$ cat src/rtl/access_pkg.sv
// Shared definitions for the access-panel session controller.
// Holds the user and function code constants and the controller state
// encoding. It is imported by the controller and by the permission lookup.
package access_pkg;

    // User codes that own at least one permission. Every other user code
    // is known to the panel but is refused everything.
    localparam logic [2:0] USR_OPERATOR   = 3'b001;
    localparam logic [2:0] USR_SUPERVISOR = 3'b011;
    localparam logic [2:0] USR_ADMIN      = 3'b101;
    localparam logic [2:0] USR_SERVICE    = 3'b110;

    // Function code meaning "no function". It is never granted and is the
    // value presented on active_func whenever no session is open.
    localparam logic [2:0] FN_NONE = 3'b000;

    typedef enum logic [2:0] {
        IDLE    = 3'd0,
        CHECK   = 3'd1,
        GRANTED = 3'd2,
        DENIED  = 3'd3,
        LOCKED  = 3'd4
    } state_t;

endpackage

$ cat src/rtl/access_session_ctrl_perm_table.sv
// perm_table: purely combinational user/function permission lookup.
// Ports:
//   user         in  3  requesting user code
//   func         in  3  requested function code
//   granted_func out 3  func when the user may run it, FN_NONE otherwise
module perm_table
    import access_pkg::*;
(
    input  logic [2:0] user,
    input  logic [2:0] func,
    output logic [2:0] granted_func
);

    // One bit per function code; bit n set means function n is allowed.
    logic [7:0] allowed;

    always_comb begin
        allowed = 8'h00;
        case (user)
            USR_OPERATOR:   allowed = 8'b0101_1010; // 001,011,100,110
            USR_SUPERVISOR: allowed = 8'b0101_1110; // 001,010,011,100,110
            USR_ADMIN:      allowed = 8'b1111_1110; // 001..111
            USR_SERVICE:    allowed = 8'b0100_0010; // 001,110
            default:        allowed = 8'h00;
        endcase
        // FN_NONE is refused for every user, whatever the table says.
        allowed[0] = 1'b0;
    end

    assign granted_func = allowed[func] ? func : FN_NONE;

endmodule

$ cat src/rtl/access_session_ctrl.sv
// access_session_ctrl: sequences the user/function permission check for the
// access panel, opens a timed session for granted functions and locks the
// panel out after MAX_FAILS consecutive denials.
// Ports:
//   clk, rst_n        clock (rising edge), asynchronous active-low reset
//   req_valid         request present, taken only while req_ready=1
//   user_id, func_req request contents, latched on acceptance
//   logout            closes an open session (level)
//   req_ready         controller idle and able to accept a request
//   session_active    a granted session is open
//   active_func       granted function, FN_NONE when no session
//   denied            one-cycle pulse: request refused
//   session_expired   one-cycle pulse: session closed by timeout
//   locked            lockout in progress
//   fail_count        consecutive denials so far
module access_session_ctrl
    import access_pkg::*;
#(
    parameter int SESSION_CYCLES = 16,
    parameter int MAX_FAILS      = 3,
    parameter int LOCK_CYCLES    = 32
) (
    input  logic       clk,
    input  logic       rst_n,
    input  logic       req_valid,
    input  logic [2:0] user_id,
    input  logic [2:0] func_req,
    input  logic       logout,
    output logic       req_ready,
    output logic       session_active,
    output logic [2:0] active_func,
    output logic       denied,
    output logic       session_expired,
    output logic       locked,
    output logic [1:0] fail_count
);

    // fail_count is only two bits wide, so the threshold must fit in it.
    if (MAX_FAILS < 1 || MAX_FAILS > 3) begin : g_bad_max_fails
        $error("access_session_ctrl: MAX_FAILS must be in 1..3");
    end
    if (SESSION_CYCLES < 1 || LOCK_CYCLES < 1) begin : g_bad_cycles
        $error("access_session_ctrl: SESSION_CYCLES and LOCK_CYCLES must be >= 1");
    end

    // The session and lockout timers are never active together, so they
    // share one down-counter sized for the longer of the two.
    localparam int CNT_MAX = (SESSION_CYCLES > LOCK_CYCLES) ? SESSION_CYCLES : LOCK_CYCLES;
    localparam int CNT_W   = (CNT_MAX > 1) ? $clog2(CNT_MAX) : 1;

    localparam logic [CNT_W-1:0] SESS_LOAD = CNT_W'(SESSION_CYCLES - 1);
    localparam logic [CNT_W-1:0] LOCK_LOAD = CNT_W'(LOCK_CYCLES - 1);
    localparam logic [1:0]       FAIL_MAX  = 2'(MAX_FAILS);

    state_t           state_q, state_d;
    logic [2:0]       user_q, user_d;
    logic [2:0]       func_q, func_d;
    logic [2:0]       active_func_q, active_func_d;
    logic [CNT_W-1:0] cnt_q, cnt_d;
    logic [1:0]       fail_count_q, fail_count_d;
    logic             session_expired_q, session_expired_d;
    logic [1:0]       fail_next;
    logic [2:0]       granted_func;

    // Only the latched request is looked up, so input changes after
    // acceptance cannot influence the decision.
    perm_table u_perm_table (
        .user         (user_q),
        .func         (func_q),
        .granted_func (granted_func)
    );

    always_comb begin
        state_d           = state_q;
        user_d            = user_q;
        func_d            = func_q;
        active_func_d     = active_func_q;
        cnt_d             = cnt_q;
        fail_count_d      = fail_count_q;
        session_expired_d = 1'b0;
        fail_next         = (fail_count_q == FAIL_MAX) ? fail_count_q : fail_count_q + 2'd1;

        unique case (state_q)
            IDLE: begin
                if (req_valid) begin
                    user_d  = user_id;
                    func_d  = func_req;
                    state_d = CHECK;
                end
            end
            CHECK: begin
                // A refused lookup returns FN_NONE, so loading it
                // unconditionally keeps active_func at FN_NONE on denial.
                active_func_d = granted_func;
                if (granted_func != FN_NONE) begin
                    state_d      = GRANTED;
                    cnt_d        = SESS_LOAD;
                    fail_count_d = 2'd0;
                end else begin
                    state_d = DENIED;
                end
            end
            GRANTED: begin
                // logout wins over a simultaneous timeout: no expired pulse.
                if (logout) begin
                    state_d       = IDLE;
                    active_func_d = FN_NONE;
                end else if (cnt_q == '0) begin
                    state_d           = IDLE;
                    active_func_d     = FN_NONE;
                    session_expired_d = 1'b1;
                end else begin
                    cnt_d = cnt_q - 1'b1;
                end
            end
            DENIED: begin
                fail_count_d = fail_next;
                if (fail_next == FAIL_MAX) begin
                    state_d = LOCKED;
                    cnt_d   = LOCK_LOAD;
                end else begin
                    state_d = IDLE;
                end
            end
            LOCKED: begin
                if (cnt_q == '0) begin
                    state_d      = IDLE;
                    fail_count_d = 2'd0;
                end else begin
                    cnt_d = cnt_q - 1'b1;
                end
            end
            default: begin
                state_d = IDLE;
            end
        endcase
    end

    always_ff @(posedge clk or negedge rst_n) begin
        if (!rst_n) begin
            state_q           <= IDLE;
            user_q            <= 3'd0;
            func_q            <= 3'd0;
            active_func_q     <= FN_NONE;
            cnt_q             <= '0;
            fail_count_q      <= 2'd0;
            session_expired_q <= 1'b0;
        end else begin
            state_q           <= state_d;
            user_q            <= user_d;
            func_q            <= func_d;
            active_func_q     <= active_func_d;
            cnt_q             <= cnt_d;
            fail_count_q      <= fail_count_d;
            session_expired_q <= session_expired_d;
        end
    end

    assign req_ready       = (state_q == IDLE);
    assign session_active  = (state_q == GRANTED);
    assign denied          = (state_q == DENIED);
    assign locked          = (state_q == LOCKED);
    assign active_func     = active_func_q;
    assign fail_count      = fail_count_q;
    assign session_expired = session_expired_q;

endmodule

$ cat config.mk
export PLATFORM = sky130hd
export DESIGN_NAME = access_session_ctrl
export DESIGN_NICKNAME = d
export VERILOG_FILES = /design/src/rtl/access_pkg.sv /design/src/rtl/access_session_ctrl_perm_table.sv /design/src/rtl/access_session_ctrl.sv
export SDC_FILE = /design/constraint.sdc
export NUM_CORES = 1
export LEC_CHECK = 0
export BUFFER_PORTS_ARGS = -buffer_cell sky130_fd_sc_hd__clkbuf_2
export CAP_MARGIN = 20
export CORE_MARGIN = 2
export CORE_UTILIZATION = 58
export CTS_CLUSTER_SIZE = 40
export DETAILED_ROUTE_END_ITERATION = 16
export HOLD_SLACK_MARGIN = 0.1
export PLACE_DENSITY = 0.86
export SLEW_MARGIN = 20
export SYNTH_ARGS = -nofsm -noshare
export SYNTH_HDL_FRONTEND = slang
export SYNTH_SLANG_ARGS = --single-unit
$ cat constraint.sdc
create_clock -name clk -period 3.5 [get_ports clk]
set_input_delay 0.525 -clock clk [delete_from_list [all_inputs] [get_ports clk]]
set_output_delay 0.525 -clock clk [all_outputs]
set_load 0.03 [all_outputs]
==> impl_metrics.json, run 1 <==
{
  "synth_area_leaders": "dfrtp_1 (44%), mux2_2 (6.0%), nand2_1 (3.3%)",
  "row_count": 15,
  "wl_per_cell_um": 14.4,
  "drv_slew": 0,
  "yosysWarnings": 0,
  "grt_setup_unrepaired": "no",
  "min_period_over_period_pct": 60.8,
  "clk_latency_ps": 310,
  "antenna_left": 0,
  "diodes": 0,
  "path_cells": "nor3b_1 > clkbuf_2",
  "ys_seq_area_share_pct": 44.1,
  "dp.cells": 148,
  "avgSynthCellArea_um2": 10.5,
  "layout.cells.non_filler": 152,
  "syn2layout_area_growth_pct": 13.1,
  "cts_tree": "yes",
  "yosys.area.top_type": "dfrtp_1",
  "syn-cell-area_mm2": 0.00113,
  "fp.dieH_um": 48.2,
  "grt_pass1_vias": 791,
  "vias": 879,
  "numCtsBuffers": 3,
  "clock-sinks": 20,
  "synth_edf_count": 0,
  "cp_top_family": "flip-flops",
  "place_congestion": 0.880,
  "cp_max_fo": 13,
  "power_density_mw_per_mm2": 991,
  "netlist_instances": 108,
  "ctsHoldBuffers": 0,
  "worst-endpoint-arrival_ps": 1600,
  "crit_path_start_kind": "register",
  "min_period_ps": 2130,
  "drt_iter0_drc": 24,
  "drc": 0,
  "synth.most_common_cell": "dfrtp_1",
  "fp.dieW_um": 48.2,
  "skew_ps": 3.98,
  "status": "complete, no violations",
  "max_clock_freq_ghz": 0.470,
  "root_buffer": "clkbuf_4",
  "vias_per_cell": 5.78,
  "ioPinCount": 20,
  "drive_above_1_share_pct": 33.1,
  "core-area_mm2": 0.00178,
  "initial_utilization_pct": 63.6,
  "synth_common_cells": "dfrtp_1 (20), nand2_1 (10), mux2_2 (6), nor2_1 (6)",
  "grt_pass1_wl_um": 3530,
  "cts_setup_buffers": 0,
  "hold_violations": 0,
  "routed_wl_um": 2200,
  "firstDrtPassIters": 4,
  "synth_nets": 120,
  "nets": 140,
  "grt_antenna_before_repair": 0,
  "finalSetupTns_ps": 0,
  "crit_path_top_delay_cell": "dfrtp_1",
  "dieArea_mm2": 0.00233,
  "ctsResizeCount": 0,
  "cellLeakagePower_nw": 0.564,
  "worst-path-buf-inv": 1,
  "ys_ff_latch": 20,
  "numPortBuffers": 19,
  "gr-total-overflow": 0,
  "netlist.area_leader.share_pct": 44.1,
  "crit_required_ps": 2970,
  "finalSetupViolations": 0,
  "synth.distinct_cells": 46,
  "min_path_type": "input pin to asynchronous set/reset pin",
  "synthFlopType": "dfrtp_1",
  "clk_pin_slew_ps": 120,
  "n_fill_cell": 124,
  "synthArstFlopShare_pct": 100,
  "cap_violations": 0,
  "critical_path_class": "register to output port",
  "grt_use_total_pct": 22.2,
  "irDropWorstVdd_mv": 0.479,
  "htreeDepth": 1,
  "relSlewSlack_pct": 65.4,
  "cts.path.max_buffers": 2,
  "slowest_delay_ps": 590,
  "tightest_slew_ps": 518,
  "worst_setup_path_end_kind": "output port",
  "grt_max_degree": 21
}
final timing paths:
check                      slack, ps                         end  cells after the start                       start
setup / recovery                1370                      locked                      2      state_q[2]$_DFFE_PN0P_
hold / removal                   160   fail_count[1]$_DFFE_PN0P_                      1                       rst_n
setup reg to reg                1470        cnt_q[1]$_DFFE_PN0P_                      7        cnt_q[0]$_DFFE_PN0P_
hold reg to reg                  520  active_func[0]$_DFFE_PN0P_                      1  active_func[0]$_DFFE_PN0P_
max in group asynchronous       3000       user_q[2]$_DFFE_PN0P_                      1                       rst_n
min in group clk                 400   session_expired$_DFF_PN0_                      2                      logout
power by group:
| part | internal, W | leakage [nW] | switching (W) |
|---|---|---|---|
| Combinational | 0.000270 | 0.298 | 0.000353 |
| Sequential | 0.000323 | 0.238 | 0.000131 |
| Clock | 0.000116 | 0.0279 | 0.0000781 |
| Total | 0.000710 | 0.564 | 0.000563 |
logic make-up (layout without fill, tap and decap cells):
| kind of cell | after synthesis | in the layout | synth area share, % |
|---|---|---|---|
| simple gates | 45 | 45 | 24.9 |
| compound gates | 23 | 23 | 15.5 |
| flops | 20 | 20 | 44.1 |
| buf+inv | 9 | 28 | 4.30 |
| mux | 8 | 8 | 8.16 |
| fa+ha+maj | 2 | 2 | 2.20 |
| xor+xnor | 1 | 1 | 0.772 |
placed cells by master, fill, tap and decap left out, types with 3 or more instances in the layout:
cell type and n:
nor3_1 3, nand2b_1 3, a22o_1 3, dfrtp_1 20, a21oi_1 3, clkbuf_4 3
nand2_1 10, inv_1 5, o21ai_0 5, mux2_2 6, nor2_1 6, clkbuf_2 19
per-stage QoR:
step                util (%)  total power (W)  hold WS (ps)  area, µm²  setup WS, ps
finish                  72.0          0.00127           156       1280          1370
global route            72.0          0.00135           181       1280          1260
CTS                     72.0          0.00127           164       1280          1380
detailed placement      69.1          0.00108           495       1230          1490
global placement        69.1          0.00105           488       1230          1570
floorplan                  -         0.000952           229       1130          1180
layer usage:
metal	GRT usage [%]	share of wire (%)	vias up	wire, µm
met1	30.3	47	428	1040
met2	35.0	49	16	1070
met3	3.33	2.6	4	58
met4	9.73	1.2	0	27
li1	-	-	431	-
met5	0	0	-	0
state kept, by name, indices dropped and copies added, names as in the netlist:
register and flops:
session_expired 1, fail_count 2, cnt_q 5, state_q 3
user_q 3, active_func 3, func_q 3
cell type report:
| class | instances | area (µm²) | area share, % |
|---|---|---|---|
| tap | 25 | 31.3 | 2.44 |
| timing repair buffer | 19 | 95.1 | 7.41 |
| multi-input combinational | 79 | 586 | 45.6 |
| clock inverter | 1 | 30.0 | 2.34 |
| clock buffer | 3 | 22.5 | 1.75 |
| inverter | 5 | 18.8 | 1.46 |
| sequential | 20 | 500 | 39.0 |
Note: power is estimated with default switching activity, not from simulation.
==> run 2, diff against run 1 <==
Settings changed: CORE_UTILIZATION 58 to 54, PLACE_DENSITY 0.86 to 0.81.
Clock period 3.5 ns to 2.14 ns, I/O delays scaled along.
==> run 2 against run 1 <==
Effect of this change:
- setup slack got worse by 1300 ps
- combinational power increased by 78%
- total power increased by 59%
- core utilization decreased by 6.2 points
- critical path type is now register to register
==> impl_metrics.json, run 2 (synthesized netlist as in run 1, its figures left out) <==
{
  "grt_setup_unrepaired": "no",
  "r2r_setup_slack_ps": 120,
  "firstDrtPassIters": 4,
  "place_congestion": 0.872,
  "htreeDepth": 1,
  "grt_pass1_vias": 914,
  "antenna_left": 0,
  "hold_violations": 0,
  "relSlewSlack_pct": 61.8,
  "syn2layout_area_growth_pct": 14.9,
  "skew_ps": 9.30,
  "crit_required_ps": 2340,
  "largest_reg_flops": 5,
  "dieArea_mm2": 0.00248,
  "top_register": "cnt_q",
  "core-area_mm2": 0.00198,
  "clock-sinks": 20,
  "max_clock_freq_ghz": 0.495,
  "grt_pass1_wl_um": 4050,
  "path_cells": "inv_1 > ha_1 > or4b_4 > nand2_2 > and4bb_4 > a21oi_4 > mux2_4",
  "ioPinCount": 20,
  "cts_tree": "yes",
  "nets": 144,
  "cellLeakagePower_nw": 0.574,
  "vias_per_cell": 5.73,
  "worst-endpoint-arrival_ps": 2220,
  "cap_violations": 0,
  "wl_per_cell_um": 14.6,
  "dpl.hpwl_um": 1700,
  "fp.dieW_um": 49.8,
  "setup_ws_ps": 118,
  "dp_slack_ps": 138,
  "dp.cells": 153,
  "min_path_type": "input pin to register",
  "drive_above_1_share_pct": 36.2,
  "numCtsBuffers": 3,
  "layout_common_cells": "dfrtp_1 (20), clkbuf_2 (19), nand2_1 (10), nor2_1 (6), mux2_2 (6)",
  "gr-total-overflow": 0,
  "clk_pin_slew_ps": 110,
  "min_period_over_period_pct": 94.5,
  "whs_ps": 240,
  "grt_max_degree": 21,
  "power_density_mw_per_mm2": 1550,
  "drt_iter0_drc": 20,
  "row_count": 16,
  "grt_use_total_pct": 21.4,
  "critical_path_class": "register to register",
  "cp_max_fo": 6,
  "status": "complete, no violations",
  "initial_utilization_pct": 57.3,
  "cts.path.max_buffers": 2,
  "vias": 899,
  "tightest_slew_ps": 572,
  "finalSetupTns_ps": 0,
  "diodes": 0,
  "crit_path_start_kind": "register",
  "fin_util_pct": 65.8,
  "layout.cells.non_filler": 157,
  "drc": 0,
  "seq_area_um2": 500,
  "multi_input_area_um2": 601,
  "grt_antenna_before_repair": 0,
  "slowest_delay_ps": 470,
  "irDropWorstVdd_mv": 0.753,
  "crit_path_top_delay_cell": "or4b_4",
  "n_fill_cell": 158,
  "finalSetupViolations": 0,
  "drv_slew": 0,
  "worst_setup_path_end_kind": "register",
  "root_buffer": "clkbuf_4",
  "min_period_ps": 2020,
  "final_common_cell": "dfrtp_1",
  "routed_wl_um": 2290,
  "fp.dieH_um": 49.8,
  "clk_latency_ps": 300,
  "numPortBuffers": 19
}
run 2: per-layer routing:
metal / GRT usage (%) / wire (µm) / up-vias
li1: - / - / 437
met1: 27.0 / 987 / 439
met2: 36.2 / 1200 / 21
met3: 4.85 / 94 / 2
met4: 6.48 / 10 / 0
met5: 0 / 0 / -
run 2: worst paths after layout:
kind,from,cells after the start,end
max in group asynchronous,rst_n,2,func_q[2]$_DFFE_PN0P_
max reg2reg,cnt_q[0]$_DFFE_PN0P_,7,cnt_q[1]$_DFFE_PN0P_
min in group asynchronous,rst_n,2,fail_count[1]$_DFFE_PN0P_
min,logout,2,session_expired$_DFF_PN0_
min reg2reg,active_func[0]$_DFFE_PN0P_,1,active_func[0]$_DFFE_PN0P_
max,cnt_q[0]$_DFFE_PN0P_,7,cnt_q[1]$_DFFE_PN0P_
run 2: final cells by class:
type	instances	area share, %
clock buffer	3	1.73
inverter	5	1.44
tap	27	2.59
timing repair buffer	23	9.79
multi-input combinational	79	46.1
sequential	20	38.4
run 2: where the power goes:
part | switching [W] | leakage [nW] | internal [W]
sequential | 0.000196 | 0.238 | 0.000530
combinational | 0.000622 | 0.322 | 0.000491
clock | 0.000112 | 0.0138 | 0.0000656
run 2: critical path, delay by kind of cell (launching register included):
kind	cells	cell delay [ps]
adder cells (fa/ha/maj)	1	160
flip-flops	1	420
AND/OR/NAND/NOR	3	850
buffers and inverters	1	100
multiplexers	1	320
AO/OA/AOI/OAI	1	60
run 2: metrics by stage:
stage	power [W]	area, µm²
5_1_grt	0.00218	1300
4_1_cts	0.00201	1300
3_5_place_dp	0.00183	1270
6_report	0.00202	1300
3_3_place_gp	0.00177	1270
2_1_floorplan	0.00157	1140
run 2: what timing repair did:
action,CTS,global route
hold endpoints to repair,20,0
hold buffers,1,0
resized for setup,0,1
setup endpoints to repair,0,1
setup buffers,0,0
==> run 3, diff against run 2 <==
Settings changed: CELL_PAD_IN_SITES_DETAIL_PLACEMENT set to 0, CELL_PAD_IN_SITES_GLOBAL_PLACEMENT set to 1, CORE_UTILIZATION 54 to 42.
==> run 3 against run 2 <==
Effect of this change:
- clock power rose by 28%
- sequential share of layout area fell by 0.79 points
- critical path type unchanged
- non-clock buffer count rose by 2
- maximum frequency rose by 1.4%
- largest cell class unchanged
- critical endpoint unchanged
- via count rose by 2.1%
- total power rose by 2.5%
- critical path depth did not move
- global-route usage fell by 5.9 points
- core utilization fell by 13 points
- first-iteration DRC count rose by 55%
- highest routed layer unchanged
- worst hold slack got worse by 29 ps
==> impl_metrics.json, run 3 (synthesized netlist as in run 1, its figures left out) <==
{
  "clk_pin_slew_ps": 120,
  "cp_max_fo": 6,
  "clk_latency_ps": 310,
  "cts_setup_buffers": 0,
  "grt_antenna_before_repair": 0,
  "grt_pass1_wl_um": 3830,
  "layout.cells.non_filler": 163,
  "min_path_type": "input pin to register",
  "slowest_delay_ps": 470,
  "cts.path.max_buffers": 2,
  "final_common_cell": "dfrtp_1",
  "core-area_mm2": 0.00252,
  "relSlewSlack_pct": 65.7,
  "max_clock_freq_ghz": 0.501,
  "path_cells": "inv_1 > ha_1 > or4b_4 > nand2_2 > and4bb_4 > a21oi_4 > mux2_4",
  "cp_top_family": "simple AND/OR/NAND/NOR gates",
  "r2r_setup_slack_ps": 150,
  "drive_above_1_share_pct": 36.8,
  "cts_tree": "yes",
  "dpl.hpwl_um": 1740,
  "drt_iter0_drc": 31,
  "vias": 918,
  "dp.cells": 158,
  "firstDrtPassIters": 4,
  "irDropWorstVdd_mv": 0.939,
  "worst-endpoint-arrival_ps": 2200,
  "diodes": 0,
  "finalSetupViolations": 0,
  "crit_path_start_kind": "register",
  "fin_total_pwr_w": 0.00207,
  "skew_ps": 8.31,
  "row_count": 18,
  "ctsResizeCount": 0,
  "numPortBuffers": 19,
  "crit_required_ps": 2350,
  "cap_violations": 0,
  "hold_violations": 0,
  "nets": 146,
  "root_buffer": "clkbuf_4",
  "place_congestion": 0.802,
  "wl_per_cell_um": 14.0,
  "grt_pass1_vias": 801,
  "worst-path-buf-inv": 1,
  "crit_path_top_delay_cell": "or4b_4",
  "grt_max_degree": 21,
  "ioPinCount": 20,
  "grt_use_total_pct": 15.4,
  "antenna_left": 0,
  "finalSetupTns_ps": 0,
  "fp.dieH_um": 56.0,
  "syn2layout_area_growth_pct": 17.3,
  "fin_util_pct": 52.8,
  "status": "complete, no violations",
  "worst_setup_path_end_kind": "register",
  "dieArea_mm2": 0.00313,
  "htreeDepth": 1,
  "n_fill_cell": 224,
  "critical_path_class": "register to register",
  "tightest_slew_ps": 514,
  "stdcell_area_mm2": 0.00133,
  "clock-sinks": 20,
  "grt_setup_unrepaired": "no",
  "numCtsBuffers": 3,
  "fp.dieW_um": 56.0,
  "largest_reg_flops": 5,
  "cellLeakagePower_nw": 0.590,
  "layout_common_cells": "dfrtp_1 (20), clkbuf_2 (19), nand2_1 (10), nor2_1 (6), mux2_2 (6)",
  "drv_slew": 0,
  "gr-total-overflow": 0,
  "initial_utilization_pct": 45.0,
  "min_period_over_period_pct": 93.2,
  "drc": 0,
  "power_density_mw_per_mm2": 1550,
  "top_register": "cnt_q",
  "routed_wl_um": 2280,
  "placed_cell_area_mm2": 0.00128,
  "min_period_ps": 1990,
  "vias_per_cell": 5.63
}
-- run 3: area by class of cell --
type	instances	area [µm²]	area share, %
inverters	5	18.8	1.41
well taps	30	37.5	2.82
flip-flops and latches	20	500	37.6
clock buffers	4	36.3	2.73
repair buffers	25	143	10.7
multi-input cells	79	596	44.7
-- run 3: worst paths after layout --
check | start | depth (start not counted) | end
worst min-delay path | logout | 2 | session_expired$_DFF_PN0_
worst max-delay path | cnt_q[0]$_DFFE_PN0P_ | 7 | cnt_q[1]$_DFFE_PN0P_
min in group asynchronous | rst_n | 2 | state_q[0]$_DFFE_PN0P_
max in group asynchronous | rst_n | 2 | cnt_q[2]$_DFFE_PN0P_
worst min register to register | active_func[1]$_DFFE_PN0P_ | 1 | active_func[1]$_DFFE_PN0P_
worst max register to register | cnt_q[0]$_DFFE_PN0P_ | 7 | cnt_q[1]$_DFFE_PN0P_
-- run 3: timing repair --
item,4_1_cts,5_1_grt
setup endpoints to repair,0,0
endpoints found under the hold margin,20,0
hold buffers,1,0
-- run 3: power by group --
group	total [W]	internal [W]	switching, W
logic	0.00113	0.000506	0.000622
clock network	0.000228	0.000104	0.000124
registers	0.000713	0.000530	0.000183
total	0.00207	0.00114	0.000929
-- run 3: per-stage QoR --
step                hold WS, ps  setup WS, ps
floorplan                  25.4           188
global placement            306           208
detailed placement          313           161
CTS                         207           134
global route                201          60.7
finish                      212           145
-- run 3: metal layers --
metal | vias up | global-route usage, % | wire, µm
met5 | - | 0 | 0
met1 | 450 | 21.6 | 1080
met2 | 25 | 24.0 | 1090
met4 | 0 | 5.10 | 21
met3 | 4 | 2.79 | 92
li1 | 439 | - | -
